File: src/rtl/instruction_encoder_loader.sv
// Packs decoded RV32I fields plus a full immediate into instruction words
// and streams them to instruction memory at consecutive word addresses.
module instruction_encoder_loader #(
    parameter int ADDR_W    = 32,
    parameter int MAX_WORDS = 256
) (
    input  logic              clk,
    input  logic              rst,
    input  logic              start,
    input  logic [ADDR_W-1:0] base_addr,
    input  logic              in_valid,
    output logic              in_ready,
    input  logic [2:0]        in_imm_src,
    input  logic [6:0]        in_opcode,
    input  logic [2:0]        in_funct3,
    input  logic [6:0]        in_funct7,
    input  logic [4:0]        in_rd,
    input  logic [4:0]        in_rs1,
    input  logic [4:0]        in_rs2,
    input  logic [31:0]       in_imm,
    input  logic              in_last,
    output logic              mem_we,
    output logic [ADDR_W-1:0] mem_addr,
    output logic [31:0]       mem_wdata,
    output logic              busy,
    output logic              done,
    output logic              error,
    output logic [8:0]        word_count
);

    typedef enum logic [1:0] {
        IDLE,
        LOAD,
        DONE
    } state_t;

    state_t state, state_nx;

    logic [ADDR_W-1:0] addr;
    logic [31:0]       enc;
    logic              legal;
    logic              shift_op;
    logic              accept;
    logic              full;
    logic              take;
    logic              restart;

    // Low address bits are forced to zero on session start.
    logic unused_ok;
    assign unused_ok = ^base_addr[1:0];

    // Sign-extension checks: every bit above the field's sign bit must match it.
    logic fit12, fit13, fit21;
    assign fit12 = (in_imm[31:11] == '0) || (in_imm[31:11] == '1);
    assign fit13 = (in_imm[31:12] == '0) || (in_imm[31:12] == '1);
    assign fit21 = (in_imm[31:20] == '0) || (in_imm[31:20] == '1);

    assign shift_op = (in_opcode == 7'b0010011)
                   && ((in_funct3 == 3'b001) || (in_funct3 == 3'b101));

    always_comb begin
        enc   = '0;
        legal = 1'b0;
        unique case (in_imm_src)
            3'b000: begin
                if (shift_op) begin
                    enc   = {in_funct7, in_imm[4:0], in_rs1,
                             in_funct3, in_rd, in_opcode};
                    legal = (in_imm[31:5] == '0);
                end else begin
                    enc   = {in_imm[11:0], in_rs1,
                             in_funct3, in_rd, in_opcode};
                    legal = fit12;
                end
            end
            3'b001: begin
                enc   = {in_imm[11:5], in_rs2, in_rs1,
                         in_funct3, in_imm[4:0], in_opcode};
                legal = fit12;
            end
            3'b010: begin
                enc   = {in_imm[12], in_imm[10:5], in_rs2, in_rs1,
                         in_funct3, in_imm[4:1], in_imm[11], in_opcode};
                legal = fit13 && !in_imm[0];
            end
            3'b011: begin
                enc   = {in_imm[20], in_imm[10:1], in_imm[11],
                         in_imm[19:12], in_rd, in_opcode};
                legal = fit21 && !in_imm[0];
            end
            3'b100: begin
                enc   = {in_imm[31:12], in_rd, in_opcode};
                legal = (in_imm[11:0] == '0);
            end
            3'b101: begin
                enc   = {in_funct7, in_rs2, in_rs1,
                         in_funct3, in_rd, in_opcode};
                legal = 1'b1;
            end
            default: begin
                enc   = '0;
                legal = 1'b0;
            end
        endcase
    end

    assign in_ready = (state == LOAD);
    assign busy     = (state == LOAD);
    assign done     = (state == DONE);
    assign accept   = in_valid && in_ready;
    assign full     = (word_count == 9'(MAX_WORDS));
    assign take     = accept && legal && !full;
    assign restart  = start && (state != LOAD);

    always_ff @(posedge clk) begin
        if (rst) begin
            state <= IDLE;
        end else begin
            state <= state_nx;
        end
    end

    always_comb begin
        state_nx = state;
        unique case (state)
            IDLE: begin
                if (start) state_nx = LOAD;
            end
            LOAD: begin
                if (accept && (!take || in_last)) state_nx = DONE;
            end
            DONE: begin
                if (start) state_nx = LOAD;
            end
            default: state_nx = IDLE;
        endcase
    end

    always_ff @(posedge clk) begin
        if (rst) begin
            addr       <= '0;
            word_count <= '0;
            error      <= 1'b0;
            mem_we     <= 1'b0;
            mem_addr   <= '0;
            mem_wdata  <= '0;
        end else begin
            mem_we <= 1'b0;
            if (restart) begin
                addr       <= {base_addr[ADDR_W-1:2], 2'b00};
                word_count <= '0;
                error      <= 1'b0;
            end else if (take) begin
                mem_we     <= 1'b1;
                mem_addr   <= addr;
                mem_wdata  <= enc;
                addr       <= addr + ADDR_W'(4);
                word_count <= word_count + 9'd1;
            end else if (accept) begin
                error <= 1'b1;
            end
        end
    end

endmodule

File: config.mk
export PLATFORM = sky130hd
export DESIGN_NAME = instruction_encoder_loader
export DESIGN_NICKNAME = d
export VERILOG_FILES = /design/src/rtl/instruction_encoder_loader.sv
export SDC_FILE = /design/constraint.sdc
export NUM_CORES = 1
export LEC_CHECK = 0
export ABC_AREA = 1
export CAP_MARGIN = 20
export CORE_MARGIN = 5
export CORE_UTILIZATION = 48
export CTS_CLUSTER_DIAMETER = 150
export DETAILED_ROUTE_END_ITERATION = 8
export PLACE_DENSITY = 0.82
export SLEW_MARGIN = 20
export SYNTH_ARGS = -nofsm -noshare
export SYNTH_HDL_FRONTEND = slang
export SYNTH_SLANG_ARGS = --single-unit
File: constraint.sdc
create_clock -name clk -period 2.05 [get_ports clk]
set_clock_uncertainty 0.05 [all_clocks]
set_input_delay 0.3075 -clock clk [delete_from_list [all_inputs] [get_ports clk]]
set_output_delay 0.3075 -clock clk [all_outputs]
set_load 0.05 [all_outputs]
==> flow_summary.ini, run 1 <==
[yosys]
ys.flop_type = dfxtp_1
synth-edff-count = 0
seq_area_frac_synth_pct = 34.1
async_reset_ff_share_pct = 0
yosys_register_bits = 105
mappedNetlistArea_um2 = 6170
yosys_warnings = 0
syn_area_per_cell_um2 = 6.61
syn-instance-count = 933
synth.distinct_cells = 39

[power]
p_per_area_nw_per_um2 = 526
comb_power_share_pct = 20.1
net-switching-power_mw = 1.36
leakage_nw = 3.85
ir_drop_v = 0.000606
intPower_mw = 3.41
seqPwrFrac_pct = 44.8
swShare_pct = 28.5
clock_power_share_pct = 35.1

[worst_setup_path]
criticalPathCategory = flop to output port
crit_arrival_ps = 1690
crit_family = buffers and inverters
end_kind = output port
slowest_stage = clkdlybuf4s50_1
crit_fanout = 5
critical_path.startpoint_type = flop
crit_required_ps = 1690
worst-path-buf-inv = 1
crit_chain = clkdlybuf4s50_1
critPathMaxStageDelay_ps = 860

[cts]
post-cts-setup-buffers = 0
cts_tree = built
clock-root-buffer = clkbuf_16
path_clk_slew_ps = 70
htreeDepth = 3
clk_latency_ps = 360
cts_buffers = 9
clockBufferDepth = 2
cts.sinks = 105

[layout]
multi_input_area_um2 = 3610
nFillCells = 1081
fin_area_um2 = 9080
syn2layout_area_growth_pct = 47.2
diodes = 0
nets = 1268
seqCellArea_um2 = 2110
stdcell_count = 1338
drive_gt1_share_pct = 15.7

[sta]
fmax_ghz = 0.489
fin_crit_sh_pct = 99.8
min_period_ps = 2050
worst_slack_ps = 3.12
slew_viol_final = 0
whs_ps = 258
worst_pin_slew_ps = 572
rsz0062_at_grt = yes
slew_headroom_pct = 61.7
finalSetupViolCount = 0
setup_tns_ps = 0
hold_violations = 0

[place]
pre_cts_slack_ps = -327
place_congestion = 0.963
postPlaceCellArea_um2 = 8510
port_buffers = 177
dp_cells = 1318
dp_hpwl_um = 14900

[run]
maxCapViolCount = 0

[route]
vias = 6855
drt_iter0_drc = 716
wire_per_inst_um = 15.0
first_pass_iters = 5
ant_nets = 0
routed_wl_um = 20100
routed_via_density = 5.12
route.detailed.drc = 0

[floorplanning]
die_w_um = 123
die-area_um2 = 15200
core_um2 = 12600
initial_utilization_pct = 48.9
die_h_um = 123
ios = 182
rows = 41

[global_routing]
grt_max_degree = 34
grt_pass1_vias = 6438
antenna_found_initial = 0
grtUsageTotal_pct = 25.6
grt_overflow = 0
grt_pass1_wl_um = 30900

[hold_path]
hold_path_class = input port to flop

[status]
status = complete, no violations
==> kinds of logic (layout without fill, tap and decap cells) <==
logic type	Yosys count	after routing	share of synthesized area (%)
compound gates	136	136	12.9
xor+xnor	30	30	4.26
fa+ha+maj	3	3	0.608
buf+inv	101	333	9.00
flops	105	105	34.1
other cells	1	2	0.0608
simple gates	557	557	39.1
==> placed cells by master, fill, tap and decap left out, types with 5 or more instances in the layout <==
master,count
nand2_1,244
nor2_1,179
clkdlybuf4s50_1,144
dfxtp_1,100
buf_4,73
nand3_1,48
inv_1,47
o21ai_0,35
a21oi_1,34
o21ai_1,31
dlymetal6s2s_1,28
xor2_1,21
nor2_2,19
nand3_2,17
nand4_1,15
nor3_1,13
clkbuf_16,12
a21oi_2,11
xnor2_1,9
nand2_2,8
a22o_1,8
buf_12,7
inv_2,6
a22oi_1,5
a221oi_1,5
dfxtp_2,5
==> power groups by stage <==
stage               Clock (mW)  Sequential, mW  Combinational [mW]
floorplan                    0            2.23               0.412
global placement             0            2.18               0.904
detailed placement           0            2.19               0.911
CTS                       1.71            2.14               0.916
global route              1.79            2.15                1.04
finish                    1.68            2.14               0.958
==> final cells by class <==
type / count / area share (%)
flip-flops and latches: 105 / 23.2
multi-input cells: 728 / 39.8
clock buffers: 10 / 2.63
clock inverters: 6 / 0.565
repair buffers: 259 / 28.8
repair inverters: 1 / 0.0965
well taps: 172 / 2.37
inverters: 57 / 2.49
==> cells in the mapped netlist, types with 4 or more instances <==
library cell | instances | area share, %
nand3_2 | 16 | 2.6
nand2_1 | 249 | 15
a22o_1 | 8 | 1.1
nand3_1 | 49 | 4.0
buf_8 | 6 | 1.5
xnor2_1 | 9 | 1.3
o21ai_1 | 24 | 1.9
clkbuf_1 | 20 | 1.2
a21oi_2 | 10 | 1.4
a21oi_1 | 35 | 2.8
nor3_1 | 15 | 1.2
o21ai_0 | 42 | 3.4
nand4_1 | 15 | 1.5
xor2_1 | 21 | 3.0
nand2_2 | 4 | 0.41
a221oi_1 | 5 | 0.71
inv_1 | 47 | 2.9
buf_2 | 7 | 0.57
buf_6 | 5 | 0.91
nor2_2 | 7 | 0.71
nor2_1 | 192 | 12
inv_2 | 6 | 0.37
a22oi_1 | 5 | 0.61
dfxtp_1 | 105 | 34
==> path summary, 6_finish.rpt <==
kind                            slack [ps]           from  depth (start not counted)             to
worst max-delay path                     3  word_count[7]                          1  word_count[7]
worst min-delay path                   260   in_opcode[4]                          5   mem_wdata[4]
worst max register to register          70  word_count[0]                          9  mem_wdata[11]
worst min register to register         410          error                          2          error
==> timing repair <==
action,4_1_cts,5_1_grt
resized for setup,1,68
cloned,0,4
setup endpoints to repair,1,105
hold buffers,0,0
pin swaps,0,3
==> per-layer routing <==
layer,up-vias,share of wire [%],global-route usage [%]
met2,276,46,40.6
met3,27,8.0,6.63
met4,0,2.0,7.20
met5,-,0,0
li1,3455,-,-
met1,3097,44,34.5
==> state kept, by name (all words and copies together) (netlist names) <==
name / flops
mem_wdata: 32
word_count: 9
state: 2
addr: 30
mem_addr: 30
error: 1
mem_we: 1
==> stage by stage <==
stage | util, % | power, mW
finish | 71.9 | 4.78
global placement | 67.4 | 3.09
CTS | 69.8 | 4.77
global route | 71.9 | 4.98
floorplan | - | 2.64
detailed placement | 67.4 | 3.10
Note: power is estimated with default switching activity, not from simulation.
==> run 2, diff against run 1 <==
--- a/config.mk
+++ b/config.mk
@@ -9,9 +9,8 @@
 export CAP_MARGIN = 20
 export CORE_MARGIN = 5
 export CORE_UTILIZATION = 48
-export CTS_CLUSTER_DIAMETER = 150
 export DETAILED_ROUTE_END_ITERATION = 8
-export PLACE_DENSITY = 0.82
+export PLACE_DENSITY = 0.92
 export SLEW_MARGIN = 20
 export SYNTH_ARGS = -nofsm -noshare
 export SYNTH_HDL_FRONTEND = slang
==> run 2 against run 1 <==
  * Largest cell class unchanged
  * Clock-buffer cell count grew 1
  * Via count rose by 5.1%
  * Maximum frequency grew 0.56%
  * Highest routed layer unchanged
==> flow_summary.ini, run 2 (synthesized netlist as in run 1, its figures left out) <==
[place]
port_buffers = 177
dp_hpwl_um = 15000
pre_cts_slack_ps = -342
place_congestion = 0.974
postPlaceCellArea_um2 = 8390

[global_routing]
grt_pass1_wl_um = 31000
grt_pass1_vias = 6321
grt_overflow = 0
grtUsageTotal_pct = 25.3
grt_max_degree = 38
antenna_found_initial = 1

[route]
route.detailed.drc = 0
vias = 7204
routed_via_density = 5.40
drt_iter0_drc = 748
wire_per_inst_um = 16.1
routed_wl_um = 21500
first_pass_iters = 8
ant_nets = 0

[worst_setup_path]
crit_required_ps = 2230
criticalPathCategory = input port to flop
critical_path.startpoint_type = input port
end_kind = flop
crit_fanout = 9
crit_arrival_ps = 2220

[cts]
cts_hold_buf = 0
clock-root-buffer = clkbuf_16
cts_buffers = 9
clockBufferDepth = 2
clk_latency_ps = 340
cts_tree = built
htreeDepth = 3
path_clk_slew_ps = 70
cts.sinks = 105

[sta]
min_period_ps = 2040
setup_tns_ps = 0
slew_viol_final = 0
fmax_ghz = 0.491
whs_ps = 312
rsz0062_at_grt = yes
hold_violations = 0
worst_pin_slew_ps = 585
worst_slack_ps = 14.6
finalSetupViolCount = 0
slew_headroom_pct = 60.9
fin_crit_sh_pct = 99.3

[hold_path]
hold_path_class = input port to flop

[floorplanning]
initial_utilization_pct = 48.9
rows = 41
die_h_um = 123
ios = 182
die-area_um2 = 15200
core_um2 = 12600
die_w_um = 123

[layout]
drive_gt1_share_pct = 14.8
largest_registers = mem_wdata: 32 flops, addr: 30 flops, mem_addr: 30 flops
final_core_util_pct = 72.2
mostFrequentLayoutCells = nand2_1, nor2_1, clkdlybuf4s50_1
syn2layout_area_growth_pct = 47.7
largest_reg_flops = 32
layout_commonest_cell = nand2_1
nets = 1265
fin_area_um2 = 9110
max_flop_register = mem_wdata

[status]
status = complete, no violations

[power]
p_per_area_nw_per_um2 = 515
leakage_nw = 3.88
ir_drop_v = 0.000346

[run]
maxCapViolCount = 0
run 2: metal layers:
layer  vias to the layer above  global-route usage (%)  wire length (um)
li1                       3457                       -                 -
met2                       376                    40.2             10200
met4                         0                    9.34               586
met3                        49                    2.88              1650
met1                      3322                    35.2              9010
met5                         -                       0                 0
run 2: where the power goes:
part | switching [mW] | internal, mW
clock | 0.759 | 0.854
combinational | 0.506 | 0.435
sequential | 0.0563 | 2.09
total | 1.32 | 3.37
run 2: layout make-up:
type	count	area, um^2
clock buffers	11	243
fillers	1008	3510
repair inverters	1	11.3
clock inverters	4	30.0
flip-flops and latches	105	2110
diodes	1	2.50
multi-input cells	729	3590
well taps	172	215
inverters	57	226
repair buffers	255	2680
run 2: path summary, 6_finish.rpt:
kind                      start            end  slack [ps]  cells past startpoint
hold reg to reg           error          error         430                      2
setup / recovery   in_opcode[1]  mem_wdata[10]          10                     15
hold / removal     in_opcode[3]   mem_wdata[3]         310                      5
setup reg to reg  word_count[0]       state[0]          60                     10
run 2: critical path, stage by stage:
cell and delay [ps]:
clkdlybuf4s50_1 510, nand2_1 100, inv_2 80, nand3_2 100, nand2_1 90, nand2_1 70, nand2_1 80, inv_2 40
nor2_4 110, nand2_4 90, nand2_8 150, clkinv_8 110, clkbuf_16 180, nor2_1 130, nor2_1 70
run 2: per-stage QoR:
| stage | std cells | total power, mW |
|---|---|---|
| after global placement | 1305 | 3.06 |
| final | 1335 | 4.70 |
| after floorplan | 934 | 2.64 |
| after CTS | 1320 | 4.66 |
| after detailed placement | 1305 | 3.07 |
| after global routing | 1335 | 4.88 |
run 2: repair_timing:
| action | CTS | global route |
|---|---|---|
| gates resized for setup | 0 | 66 |
| setup buffers | 0 | 3 |
| endpoints found under the setup margin | 0 | 103 |
